===== src/rtl/alu_exec_unit.sv =====
// alu_exec_unit: handshaked ALU execute stage with built-in ALU-control decode.
//   Logic/arithmetic ops finish in one cycle. Shifts with a non-zero amount iterate in BUSY,
//   SHIFT_STEP bits per cycle. When the macro ALU_MUL_EN is defined, R-type funct 1001 is a
//   shift-add multiply that takes XLEN BUSY cycles. Without the macro that encoding is illegal.
// Ports:
//   clk, rst               clock, synchronous active-high reset
//   in_valid/in_ready      request handshake (alu_op, funct, op_a, op_b)
//   out_valid/out_ready    result handshake (result, zero, illegal), held until out_ready
//   busy                   unit is iterating a shift or multiply
module alu_exec_unit #(
  parameter int unsigned XLEN       = 32,
  parameter int unsigned SHIFT_STEP = 1
) (
  input  logic            clk,
  input  logic            rst,
  input  logic            in_valid,
  output logic            in_ready,
  input  logic [1:0]      alu_op,
  input  logic [3:0]      funct,
  input  logic [XLEN-1:0] op_a,
  input  logic [XLEN-1:0] op_b,
  output logic            out_valid,
  input  logic            out_ready,
  output logic [XLEN-1:0] result,
  output logic            zero,
  output logic            illegal,
  output logic            busy
);

  localparam int unsigned ShW   = $clog2(XLEN);
  localparam int unsigned CntW  = ShW + 1;
  localparam logic [CntW-1:0] StepC = CntW'(SHIFT_STEP);

  typedef enum logic [1:0] {StIdle, StBusy, StDone} state_e;
  typedef enum logic [3:0] {
    OpAdd, OpSub, OpAnd, OpOr, OpXor, OpSll, OpSrl, OpSra, OpSlt, OpSltu, OpMul, OpIll
  } op_e;
  typedef enum logic [1:0] {ItSll, ItSrl, ItSra, ItMul} iter_e;

  state_e          state_q, state_d;
  iter_e           iter_q, iter_d;
  logic [CntW-1:0] rem_q, rem_d;
  logic [XLEN-1:0] result_q, result_d;
  logic            zero_q, zero_d;
  logic            illegal_q, illegal_d;
`ifdef ALU_MUL_EN
  logic [XLEN-1:0] mcand_q, mcand_d;
  logic [XLEN-1:0] mplier_q, mplier_d;
`endif

  // Decode
  op_e        op;
  logic [3:0] f_eff;
  always_comb begin
    f_eff = funct;
    // I-type ignores funct[3] except to tell SRLI from SRAI
    if (alu_op == 2'b11 && funct[2:0] != 3'b101) f_eff[3] = 1'b0;
    unique case (alu_op)
      2'b00: op = OpAdd;
      2'b01: op = OpSub;
      default: begin
        case (f_eff)
          4'b0000: op = OpAdd;
          4'b1000: op = OpSub;
          4'b0111: op = OpAnd;
          4'b0110: op = OpOr;
          4'b0100: op = OpXor;
          4'b0001: op = OpSll;
          4'b0101: op = OpSrl;
          4'b1101: op = OpSra;
          4'b0010: op = OpSlt;
          4'b0011: op = OpSltu;
`ifdef ALU_MUL_EN
          4'b1001: op = OpMul;
`endif
          default: op = OpIll;
        endcase
      end
    endcase
  end

  // Single-cycle datapath; shifts here only cover shamt == 0
  logic [ShW-1:0]  shamt;
  logic [XLEN-1:0] alu_res;
  logic            is_shift, is_iter;
  assign shamt    = op_b[ShW-1:0];
  assign is_shift = (op == OpSll) || (op == OpSrl) || (op == OpSra);
  assign is_iter  = (is_shift && shamt != '0) || (op == OpMul);

  always_comb begin
    alu_res = '0;
    case (op)
      OpAdd:  alu_res = op_a + op_b;
      OpSub:  alu_res = op_a - op_b;
      OpAnd:  alu_res = op_a & op_b;
      OpOr:   alu_res = op_a | op_b;
      OpXor:  alu_res = op_a ^ op_b;
      OpSll, OpSrl, OpSra: alu_res = op_a;
      OpSlt:  alu_res = {{(XLEN-1){1'b0}}, $signed(op_a) < $signed(op_b)};
      OpSltu: alu_res = {{(XLEN-1){1'b0}}, op_a < op_b};
      default: alu_res = '0;
    endcase
  end

  // Iterative step
  logic [CntW-1:0] step;
  logic [CntW-1:0] rem_next;
  logic [XLEN-1:0] iter_res;
  always_comb begin
    step = (rem_q < StepC) ? rem_q : StepC;
    if (iter_q == ItMul) step = CntW'(1);
    rem_next = rem_q - step;
    case (iter_q)
      ItSll:   iter_res = result_q << step;
      ItSrl:   iter_res = result_q >> step;
      ItSra:   iter_res = $signed(result_q) >>> step;
`ifdef ALU_MUL_EN
      ItMul:   iter_res = result_q + (mplier_q[0] ? mcand_q : '0);
`endif
      default: iter_res = result_q;
    endcase
  end

  // Next state
  logic accept;
  always_comb begin
    state_d   = state_q;
    iter_d    = iter_q;
    rem_d     = rem_q;
    result_d  = result_q;
    zero_d    = zero_q;
    illegal_d = illegal_q;
`ifdef ALU_MUL_EN
    mcand_d   = mcand_q;
    mplier_d  = mplier_q;
`endif
    in_ready = !rst && ((state_q == StIdle) || (state_q == StDone && out_ready));
    accept   = in_valid && in_ready;

    case (state_q)
      StBusy: begin
        result_d = iter_res;
        rem_d    = rem_next;
`ifdef ALU_MUL_EN
        mcand_d  = mcand_q << 1;
        mplier_d = mplier_q >> 1;
`endif
        if (rem_next == '0) begin
          state_d = StDone;
          zero_d  = (iter_res == '0);
        end
      end
      default: begin
        if (accept) begin
          illegal_d = (op == OpIll);
          if (is_iter) begin
            state_d = StBusy;
            case (op)
              OpSll:   iter_d = ItSll;
              OpSrl:   iter_d = ItSrl;
              OpSra:   iter_d = ItSra;
              default: iter_d = ItMul;
            endcase
            rem_d    = (op == OpMul) ? CntW'(XLEN) : {1'b0, shamt};
            result_d = (op == OpMul) ? '0 : op_a;
`ifdef ALU_MUL_EN
            mcand_d  = op_a;
            mplier_d = op_b;
`endif
          end else begin
            state_d  = StDone;
            result_d = alu_res;
            zero_d   = (alu_res == '0);
          end
        end else if (state_q == StDone && out_ready) begin
          state_d = StIdle;
        end
      end
    endcase
  end

  always_ff @(posedge clk) begin
    if (rst) begin
      state_q   <= StIdle;
      iter_q    <= ItSll;
      rem_q     <= '0;
      result_q  <= '0;
      zero_q    <= 1'b0;
      illegal_q <= 1'b0;
`ifdef ALU_MUL_EN
      mcand_q   <= '0;
      mplier_q  <= '0;
`endif
    end else begin
      state_q   <= state_d;
      iter_q    <= iter_d;
      rem_q     <= rem_d;
      result_q  <= result_d;
      zero_q    <= zero_d;
      illegal_q <= illegal_d;
`ifdef ALU_MUL_EN
      mcand_q   <= mcand_d;
      mplier_q  <= mplier_d;
`endif
    end
  end

  assign out_valid = (state_q == StDone);
  assign busy      = (state_q == StBusy);
  assign result    = result_q;
  assign zero      = zero_q;
  assign illegal   = illegal_q;

endmodule


===== config.mk =====
export PLATFORM = sky130hd
export DESIGN_NAME = alu_exec_unit
export DESIGN_NICKNAME = d
export VERILOG_FILES = /design/src/rtl/alu_exec_unit.sv
export SDC_FILE = /design/constraint.sdc
export NUM_CORES = 1
export LEC_CHECK = 0
export CORE_ASPECT_RATIO = 0.5
export CORE_UTILIZATION = 53
export DETAILED_ROUTE_END_ITERATION = 8
export GPL_TIMING_DRIVEN = 1
export PLACE_DENSITY = 0.76
export SKIP_CTS_REPAIR_TIMING = 1
export SYNTH_ARGS = -nofsm -noshare
export SYNTH_HDL_FRONTEND = slang
export SYNTH_SLANG_ARGS = --single-unit

===== constraint.sdc =====
create_clock -name clk -period 6.25 [get_ports clk]
set_input_delay 0.9375 -clock clk [delete_from_list [all_inputs] [get_ports clk]]
set_output_delay 0.9375 -clock clk [all_outputs]
set_load 0.05 [all_outputs]

==> results.ini <==
[status]
status = completed

[global_routing]
met2_usage_pct = 56.5
grtUsageMet1_pct = 51.9
grt_pass1_wl_um = 54100
grt_pass1_vias = 9976
track_usage_pct = 37.2
grtUsageMet3_pct = 10.5
grt_overflow = 0
busiest_layer = met2
antenna_found_initial = 0
grt_max_degree = 65

[clock_network]
cts_tree = yes
cts_buffers = 5
cts.path.max_buffers = 2
clkTransAtPathRegs_ns = 0.06
cts_max_level = 2
cts.sinks = 44
clk_latency_ns = 0.28
cts_root_buffer = clkbuf_16

[logic_synthesis]
synth-seq-cells = 44
yosysSeqAreaShare_pct = 9.37
synthFlopType = dfxtp_1
synth_edf_count = 0
syn_inst = 1409
synth_cell_types = 86
syn_area_um2 = 9400
yosys_warnings = 0
syn_avg_cell_area_um2 = 6.67
async_reset_ff_share_pct = 0

[cells_and_area]
drive_above_1_share_pct = 4.26
num_antenna_cells = 0
area_delta_synth_final_pct = 13.4
nets = 1650
postLayoutCellArea_um2 = 10700
multi_input_area_um2 = 7720
nFillCells = 1544
seq_area_um2 = 882

[critical_path]
start_kind = input pin
path_class = input pin to register
worstSetupEndpointType = register
regToRegStartpoint = rem_q[3]
r2r_cells = 17
crit_fanout = 5
reg2reg_to = zero
arrival_ns = 5.37
required_ns = 6.45
reg2reg_slack_ns = 2.61

[die]
dieArea_um2 = 18300
row_count = 33
start_util_pct = 55.8
fp.coreArea_um2 = 16800
io_pins = 111
dieWidth_um = 190
dieHeight_um = 96.2

[timing]
maxSlewViolCount = 0
worstMarginPinSlew_ns = 1.19
slew_headroom_pct = 19.6
clock_skew_ns = 0.00558
rsz0062_at_grt = false
fin_hold_ws_ns = 0.462
tns_ns = 0
setup_violations = 0
clock.fmax_ghz = 0.193
fin_crit_sh_pct = 82.8
hold_violations = 0
min_period_ns = 5.17

[hold_path]
min_to = illegal
min_from = illegal
hold_path_depth = 2
min_path_type = register to register

[pwr]
peakVddDrop_v = 0.000160
powerDensity_nw_per_um2 = 148
p_leak_nw = 4.34

[drt]
wirelength_um = 34700
drcViolationCount = 0
vias = 11239
initialDrtViolationCount = 1527
wl_per_cell_um = 20.6
vias_per_cell = 6.68
first_pass_iters = 6
antenna_left = 0

[placement]
hpwl_um = 26800
io_buffers = 110
place_area_um2 = 10500
globalplace.congestion = 1.04

[job]
drv_cap = 0

critical path, stage by stage:
cell	delay, ns
clkdlybuf4s50_1	0.58
ha_1	0.25
inv_1	0.07
fa_1	0.39
nand2b_1	0.24
a21o_1	0.23
a211oi_1	0.49
o41ai_2	0.25
nor2_1	0.21
a21boi_0	0.16
a21oi_1	0.20
a31oi_1	0.06
a221oi_1	0.82
nand4b_1	0.21
o31ai_2	0.27
kinds of logic (layout without fill, tap and decap cells):
logic type,after synthesis,in the layout,synth area share [%]
muxes,27,27,2.92
DFF,44,44,9.37
and+or+nand+nor,480,480,23.7
xor gates and xnor gates,13,13,1.21
other,2,5,0.0799
adders and majority gates,121,121,16.3
AOI/OAI and AO/OA,527,527,37.7
buffers and inverters,195,239,8.69
layout by cell type (no fill, tap or decap), drive strengths merged, types with 9 or more instances in the layout:
master         instances
a211oi                19
a21o                  21
a21oi                137
a221oi                24
a22o                  28
a22oi                 22
a31oi                 14
and2                  12
buf                   21
clkdlybuf4s50        109
dfxtp                 44
ha                   118
inv                  101
mux2i                 24
nand2                145
nand2b                22
nand3                 24
nand4                 18
nor2                 160
nor2b                 11
nor3                  32
nor4                  13
o211ai                10
o21a                  14
o21ai                119
o21bai                 9
o22ai                 13
o31ai                 20
xnor2                 10
where the power goes:
| group | switching, mW | internal (mW) | leakage, nW | total [mW] |
|---|---|---|---|---|
| logic | 0.642 | 0.343 | 3.91 | 0.985 |
| registers | 0.0295 | 0.298 | 0.359 | 0.328 |
| clock network | 0.104 | 0.160 | 0.0712 | 0.264 |
per-layer routing:
| layer | up-vias | part of all wire [%] |
|---|---|---|
| li1 | 5239 | - |
| met1 | 5224 | 43 |
| met2 | 697 | 41 |
| met3 | 79 | 14 |
| met4 | 0 | 2.1 |
| met5 | - | 0 |
cells in the mapped netlist (all sizes together), types with 11 or more instances:
| cell type | number | share of area (%) |
|---|---|---|
| and2 | 12 | 0.81 |
| nor4 | 13 | 0.87 |
| a21oi | 137 | 7.4 |
| nor2 | 160 | 6.4 |
| a211oi | 19 | 1.5 |
| o21ai | 119 | 6.4 |
| clkbuf | 58 | 2.3 |
| nand2 | 145 | 5.8 |
| inv | 101 | 4.0 |
| nand2b | 22 | 1.5 |
| ha | 118 | 16 |
| mux2i | 24 | 2.6 |
| o21a | 14 | 1.1 |
| a21o | 21 | 1.7 |
| a221oi | 24 | 2.4 |
| dfxtp | 44 | 9.4 |
| a22o | 28 | 2.6 |
| nor3 | 32 | 1.7 |
| o31ai | 20 | 1.7 |
| nor2b | 11 | 0.73 |
| a22oi | 22 | 1.8 |
| buf | 36 | 2.3 |
| o22ai | 13 | 0.87 |
| nand4 | 18 | 1.2 |
| a31oi | 14 | 0.93 |
| nand3 | 24 | 1.3 |
state kept, by name (all words and copies together) (netlist names):
| signal | cells |
|---|---|
| result | 32 |
| rem_q | 6 |
| iter_q | 2 |
| illegal | 1 |
| state_q | 2 |
| zero | 1 |
layout make-up:
class,instances,area share (%)
well taps,227,2.66
clock buffers,8,1.37
inverters,101,3.56
flip-flops and latches,44,8.27
multi-input cells,1173,72.4
repair buffers,130,11.7
stage by stage:
| stage | utilization (%) | cells | power, mW | setup slack [ns] |
|---|---|---|---|---|
| 4_1_cts | 63.3 | 1683 | 1.54 | 1.24 |
| 2_1_floorplan | - | 1412 | 0.963 | 2.41 |
| 5_1_grt | 63.3 | 1683 | 1.66 | 0.845 |
| 3_3_place_gp | 62.4 | 1675 | 1.26 | 0.872 |
| 6_report | 63.3 | 1683 | 1.58 | 1.08 |
| 3_5_place_dp | 62.4 | 1675 | 1.27 | 0.964 |
worst max-delay path by stage:
stage | start | end | slack, ns | cells after the start
detailed placement | op_b[0] | zero | 0.96 | 14
global route | op_b[0] | zero | 0.84 | 14
finish | op_b[0] | zero | 1.08 | 15
CTS | op_b[0] | zero | 1.24 | 14
floorplan | op_b[6] | zero | 2.41 | 13
global placement | op_b[0] | zero | 0.87 | 14
(Power assumes the default switching activity.)
